### src/rtl/btn_pkg.sv
// Shared definitions for the push-button conditioner and the LED-counter top.
// Holds the FSM state encoding, the 12 MHz default cycle constants and a
// helper used to size the shared timer.
package btn_pkg;

  typedef enum logic [2:0] {
    ST_IDLE        = 3'd0,
    ST_DEB_PRESS   = 3'd1,
    ST_HELD        = 3'd2,
    ST_REPEAT      = 3'd3,
    ST_DEB_RELEASE = 3'd4
  } btn_state_e;

  // Defaults for a 12 MHz clock: 20 ms debounce, 0.5 s repeat delay, 0.1 s period.
  localparam int unsigned DEF_DEBOUNCE_CYCLES = 240000;
  localparam int unsigned DEF_REPEAT_DELAY    = 6000000;
  localparam int unsigned DEF_REPEAT_PERIOD   = 1200000;

  function automatic int unsigned max3(input int unsigned a,
                                       input int unsigned b,
                                       input int unsigned c);
    int unsigned m;
    m = a;
    if (b > m) m = b;
    if (c > m) m = c;
    return m;
  endfunction

endpackage

### src/rtl/sync_2ff.sv
// Two-flop synchronizer for one asynchronous input bit.
// Ports:
//   CLK   - system clock
//   RSTN  - synchronous active-low reset, clears both flops
//   d_i   - asynchronous input
//   q_o   - synchronized output, two cycles behind d_i
module sync_2ff (
  input  logic CLK,
  input  logic RSTN,
  input  logic d_i,
  output logic q_o
);

  logic meta_q;
  logic sync_q;

  always_ff @(posedge CLK) begin
    if (!RSTN) begin
      meta_q <= 1'b0;
      sync_q <= 1'b0;
    end else begin
      meta_q <= d_i;
      sync_q <= meta_q;
    end
  end

  assign q_o = sync_q;

endmodule

### src/rtl/button_tick_gen.sv
// Push-button conditioner: synchronizes a raw bouncing button, debounces it
// with a shared up-counter and emits a one-cycle TICK per accepted press,
// plus optional auto-repeat TICKs while the button stays held.
// Ports:
//   CLK     - system clock
//   RSTN    - synchronous active-low reset
//   SW      - raw button, active-high, asynchronous
//   TICK    - registered one-cycle pulse per press / repeat
//   PRESSED - registered debounced button level
//
// state       | meaning
// ------------+----------------------------------------------------------
// IDLE        | button released and accepted as released
// DEB_PRESS   | sw_s high, waiting for it to stay high through debounce
// HELD        | press accepted, counting the initial repeat delay
// REPEAT      | auto-repeating, one TICK every repeat period
// DEB_RELEASE | sw_s low, waiting for it to stay low through debounce
module button_tick_gen
  import btn_pkg::*;
#(
  parameter int unsigned DEBOUNCE_CYCLES = DEF_DEBOUNCE_CYCLES,
  parameter bit          REPEAT_EN       = 1'b1,
  parameter int unsigned REPEAT_DELAY    = DEF_REPEAT_DELAY,
  parameter int unsigned REPEAT_PERIOD   = DEF_REPEAT_PERIOD
) (
  input  logic CLK,
  input  logic RSTN,
  input  logic SW,
  output logic TICK,
  output logic PRESSED
);

  localparam int CNT_W = $clog2(max3(DEBOUNCE_CYCLES, REPEAT_DELAY, REPEAT_PERIOD)) + 1;

  localparam logic [CNT_W-1:0] DEB_TC = CNT_W'(DEBOUNCE_CYCLES - 1);
  localparam logic [CNT_W-1:0] RD_TC  = CNT_W'(REPEAT_DELAY - 1);
  localparam logic [CNT_W-1:0] RP_TC  = CNT_W'(REPEAT_PERIOD - 1);

  logic             sw_s;
  btn_state_e       state_q, state_d;
  logic [CNT_W-1:0] timer_q, timer_d;
  logic             tick_q, tick_d;
  logic             pressed_q, pressed_d;

  sync_2ff u_sync (
    .CLK  (CLK),
    .RSTN (RSTN),
    .d_i  (SW),
    .q_o  (sw_s)
  );

  always_comb begin
    state_d   = state_q;
    timer_d   = timer_q + CNT_W'(1);
    tick_d    = 1'b0;
    pressed_d = pressed_q;

    // A change of sw_s is tested before every terminal count, so it wins.
    case (state_q)
      ST_IDLE: begin
        timer_d   = '0;
        pressed_d = 1'b0;
        if (sw_s) state_d = ST_DEB_PRESS;
      end
      ST_DEB_PRESS: begin
        if (!sw_s) begin
          state_d = ST_IDLE;
        end else if (timer_q == DEB_TC) begin
          state_d   = ST_HELD;
          tick_d    = 1'b1;
          pressed_d = 1'b1;
        end
      end
      ST_HELD: begin
        if (!sw_s) begin
          state_d = ST_DEB_RELEASE;
        end else if (!REPEAT_EN) begin
          timer_d = '0;
        end else if (timer_q == RD_TC) begin
          state_d = ST_REPEAT;
          tick_d  = 1'b1;
        end
      end
      ST_REPEAT: begin
        if (!sw_s) begin
          state_d = ST_DEB_RELEASE;
        end else if (timer_q == RP_TC) begin
          tick_d  = 1'b1;
          timer_d = '0;
        end
      end
      ST_DEB_RELEASE: begin
        if (sw_s) begin
          state_d = ST_HELD;
        end else if (timer_q == DEB_TC) begin
          state_d   = ST_IDLE;
          pressed_d = 1'b0;
        end
      end
      default: begin
        state_d   = ST_IDLE;
        timer_d   = '0;
        pressed_d = 1'b0;
      end
    endcase

    if (state_d != state_q) timer_d = '0;
  end

  always_ff @(posedge CLK) begin
    if (!RSTN) begin
      state_q   <= ST_IDLE;
      timer_q   <= '0;
      tick_q    <= 1'b0;
      pressed_q <= 1'b0;
    end else begin
      state_q   <= state_d;
      timer_q   <= timer_d;
      tick_q    <= tick_d;
      pressed_q <= pressed_d;
    end
  end

  assign TICK    = tick_q;
  assign PRESSED = pressed_q;

endmodule

### config.mk
export PLATFORM = sky130hd
export DESIGN_NAME = button_tick_gen
export DESIGN_NICKNAME = d
export VERILOG_FILES = /design/src/rtl/btn_pkg.sv /design/src/rtl/sync_2ff.sv /design/src/rtl/button_tick_gen.sv
export SDC_FILE = /design/constraint.sdc
export NUM_CORES = 1
export LEC_CHECK = 0
export CORE_MARGIN = 5
export CORE_UTILIZATION = 34
export DETAILED_ROUTE_END_ITERATION = 8
export GPL_TIMING_DRIVEN = 0
export PLACE_DENSITY = 0.46
export SLEW_MARGIN = 0
export SYNTH_ARGS = -nofsm -noshare
export SYNTH_HDL_FRONTEND = slang
export SYNTH_SLANG_ARGS = --single-unit
### constraint.sdc
create_clock -name CLK -period 3.98 [get_ports CLK]
set_input_delay 0.398 -clock CLK [delete_from_list [all_inputs] [get_ports CLK]]
set_output_delay 0.398 -clock CLK [all_outputs]
set_load 0.05 [all_outputs]
Yosys cells after proc, flatten, opt, wreduce, memory -nomap -nowiden --
Cells that the tools add are included. W data, S select, Z words.
Operators by class: $add $sub $neg 1, mux-type cells 24, reductions and logical operators 5, bitwise gates (word level) 2, equal/unequal tests 12
Operators with widths (count):
- $mux W24 | 2
- $pmux W24 S2 | 1
- $add A24 B1 Y24 const B | 1
- $eq A24 B18 Y1 const B | 1
- $eq A24 B21 Y1 const B | 1
- $eq A24 B23 Y1 const B | 1
- $mux W3 | 8
- $pmux W3 S5 | 1
- $mux W1 | 10
- $eq A3 B2 Y1 const B | 2
- $ne A2 B2 Y1 const B | 3
- $pmux W1 S3 | 2
- $reduce_and A5 Y1 | 1
- $reduce_or A2 Y1 | 2
- $eq A3 B1 Y1 const B | 1
- $eq A3 B3 Y1 const B | 1
- $logic_not A3 Y1 | 1
- $ne A3 B3 Y1 | 1
- $reduce_or A3 Y1 | 1
- $ne A2 B1 Y1 const B | 1
- $not A1 Y1 | 2
Word-level totals: output and inout port bits 2, input port bits 3, register bits after elaboration 31, word-level logic and storage cells 50

Longest topological paths before layout --
depth after elaboration 6, depth in mapped cells 7

Hierarchy --
Synthesis repeated with hierarchy kept, for this count alone.
Unflattened totals: cell total of the unflattened synthesis 182, area total of the unflattened synthesis 1591.5 um^2
By module, submodules not included:
- button_tick_gen | area an instance 1539.0 um^2, sequential area each 580.6 um^2, cells each 178, instances 1
- sync_2ff | area an instance 52.6 um^2, sequential area each 40.0 um^2, cells each 4, instances 1

Worst setup path before layout --
Ideal clock, no wire load.
path kind reg2reg, start register timer_q[7], end register pressed_q (netlist: PRESSED), setup time 0.119 ns, path buffers 0, stages on the path, launching flop included 6, period minus slack after synthesis 1.765 ns, data arrival time 1.646 ns, data required time 3.861 ns, slack 2.215 ns, cells stage by stage dfxtp_1 or4_4 nor3_4 nand4bb_4 o211a_1 o221a_1
On the way: cells in the longest elaborated chain, start to end 3, elaborated cells between the ends (all ways) 4, classes of those cells eq/ne: 3; reduce/logical: 1
RTL lines:
- from (decl) | RTL line button_tick_gen.sv:41 | logic [CNT_W-1:0] timer_q, timer_d;
- from (signal assigned) | RTL line button_tick_gen.sv:118 | timer_q <= timer_d;
- $eq A24 B18 Y1 (*) | RTL line button_tick_gen.sv:68, button_tick_gen.sv:95
- $ne A2 B2 Y1 (no line)
- $reduce_and A5 Y1 (no line) (*)
- to (signal assigned) | RTL line button_tick_gen.sv:120 | pressed_q <= pressed_d;
- to (decl) | RTL line button_tick_gen.sv:43 | logic pressed_q, pressed_d;
Every way passes the cells marked *; elsewhere a longest branch is shown, timed or not. A chain may end at the register's enable or synchronous reset.

Worst setup path in the final report --
start register timer_q[12], end register timer_q[15]
On the way: cells in the longest elaborated chain, start to end 6, elaborated cells between the ends (all ways) 16, classes of those cells add/sub: 1; eq/ne: 4; mux: 10; reduce/logical: 1
RTL lines:
- branches (longest 6 deep; another with $add A24 B1 Y24)
Parallel ways; which one is timed is not known.

==> reports/qor.yml <==
synth_area_leaders: "dfxtp_1 (39%), xnor2_1 (8.3%), nor3_1 (7.0%), nand4_1 (4.7%), nor2_1 (4.7%)"
cts.sinks: 31
cts_tree: "done"
skew_ns: 0.00429
placed_cell_area_um2: 1690
timing_worst_setup_path_type: "flip-flop to flip-flop"
synth_ff_type: "dfxtp_1"
overflow: 0
clk_pin_slew_ns: 0.07
slew_headroom_pct: 56.9
outcome: "finished clean"
core_um2: 4440
ant_nets: 0
path_cells: "or4_4 > nor3_4 > nand4_1 > nor2_2 > buf_4 > nor3_1"
wire_per_inst_um: 14.5
finalCritPeriodShare_pct: 52.2
critical_path.slowest_cell: "or4_4"
worst_pin_slew_ns: 0.638
die_y_um: 78.3
fmax_mhz: 481
synth_nets: 184
drt_iter0_markers: 78
hold_violations: 0
power_density_nw_per_um2: 320
arrival_ns: 2.25
cts_buffer_depth: 2
finalSetupViolations: 0
hp-class: "flip-flop to flip-flop"
drc: 0
start_util_pct: 35.6
cts_resized: 0
antenna_found_initial: 0
rsz0062_at_grt: "no"
reg2reg_slack_ns: 1.90
yosysWarningCount: 0
slowest_delay_ns: 0.54
grt_pass1_wl_um: 6040
path_max_fanout: 10
io_pins: 5
root_buffer: "clkbuf_8"
cts_made_buffers: 5
grt_max_degree: 11
synth.cell_area_um2: 1580
post-route-min-period_ns: 2.08
dieWidth_um: 78.3
hpwl_um: 2590
via_per_inst: 5.49
grt_util_all_layers_pct: 12.6
finalWorstSetupSlack_ns: 1.90
n_antenna_cell: 0
place.gp.congestion: 0.749
required_ns: 4.15
fin_util_pct: 40.0
irDropWorstVdd_mv: 0.136
dieArea_um2: 6120
synth_top_area_share_pct: 39.2
cp-start-kind: "flip-flop"
vias: 1333
port_buffers: 4
worst_setup_path_end_kind: "flip-flop"
leakage_nw: 0.526
drt-pass1-iter-count: 4
dp_slack_ns: 1.63
slew_violations: 0
synth_area_per_cell_um2: 8.80
synth_edf_count: 0
nNetsFinal: 195
drv_cap: 0
clock_latency_ns: 0.28
async_flop_share_pct: 0
synth.distinct_cells: 40
stdcell_area_um2: 1780
grt_pass1_vias: 1245
postCtsHoldBufs: 0
drive_gt1_share_pct: 9.95
syn_inst: 180
ys_seq_area_share_pct: 39.2
rows: 24
post-cts-setup-buffers: 0
finalSetupTns_ns: 0
areaGrowthSynthToFinish_pct: 12.2
totalWireLength_um: 3530
critical_path_buf_inv_count: 1
path_delay_family: "simple AND/OR/NAND/NOR gates"
yosys.area.top_type: "dfxtp_1"
htreeDepth: 2
ys_ff_latch: 31
n_fill_cell: 431
cell families after synthesis:
logic type      synth area share (%)
mux                            0.632
flops                           39.2
xor+xnor                        12.2
fa+ha+maj                      0.790
compound gates                  7.35
simple gates                    36.0
buf+inv                         3.87
cell usage after synthesis (3+ instances only):
cell type,number
a21oi_1,3
and3_1,4
and4_1,3
clkbuf_1,4
dfxtp_1,31
inv_1,3
nand2_1,12
nand3_1,6
nand4_1,12
nor2_1,20
nor3_1,22
nor3b_1,3
nor4_1,4
o21ai_0,4
xnor2_1,15
xor2_1,7
final timing paths:
check                startpoint     endpoint  depth (start not counted)
setup / recovery    timer_q[12]  timer_q[15]                          6
hold / removal    u_sync.meta_q   u_sync.q_o                          1
setup reg to reg    timer_q[12]  timer_q[15]                          6
hold reg to reg   u_sync.meta_q   u_sync.q_o                          1
per-stage QoR:
step	std cells	power [mW]	hold slack, ns
after CTS	243	0.579	0.452
after global placement	236	0.326	0.416
after floorplan	180	0.323	0.412
after detailed placement	236	0.327	0.440
final	243	0.569	0.440
after global routing	243	0.594	0.476
state kept, by name, indices dropped and copies added (netlist names):
signal and flops:
PRESSED 1, TICK 1, state_q 3, timer_q 24
u_sync.meta_q 1, u_sync.q_o 1
metal layers:
metal | up-vias | share of wire [%] | GRT usage (%)
li1 | 673 | - | -
met1 | 633 | 51 | 16.1
met2 | 23 | 45 | 19.5
met3 | 4 | 2.9 | 4.12
met4 | 0 | 1.2 | 5.59
met5 | - | 0 | 0
power by group:
part | total, mW | switching, mW | internal, mW
Combinational | 0.00748 | 0.00396 | 0.00351
Clock | 0.250 | 0.114 | 0.136
Sequential | 0.312 | 0.000978 | 0.311
placed cells by master (no fill, tap or decap), types with 4 or more instances in the layout:
cell	count
nand3_1	6
xor2_1	7
and3_1	4
clkdlybuf4s50_1	4
nor4_1	4
nor2_1	20
o21ai_0	4
nand2_1	12
nand4_1	12
clkbuf_1	4
xnor2_1	15
clkbuf_8	6
nor3_1	22
dfxtp_1	31
final cells by class:
type                    count  area [um^2]  area share [%]
clock inverters             1         5.00           0.282
multi-input cells         138          902            50.8
plain buffers               8         50.0            2.82
flip-flops and latches     31          621            34.9
clock buffers               6         82.6            4.65
well taps                  52         65.1            3.66
inverters                   3         11.3           0.634
repair buffers              4         40.0            2.25
No activity file was read; power rests on OpenSTA's default activity.
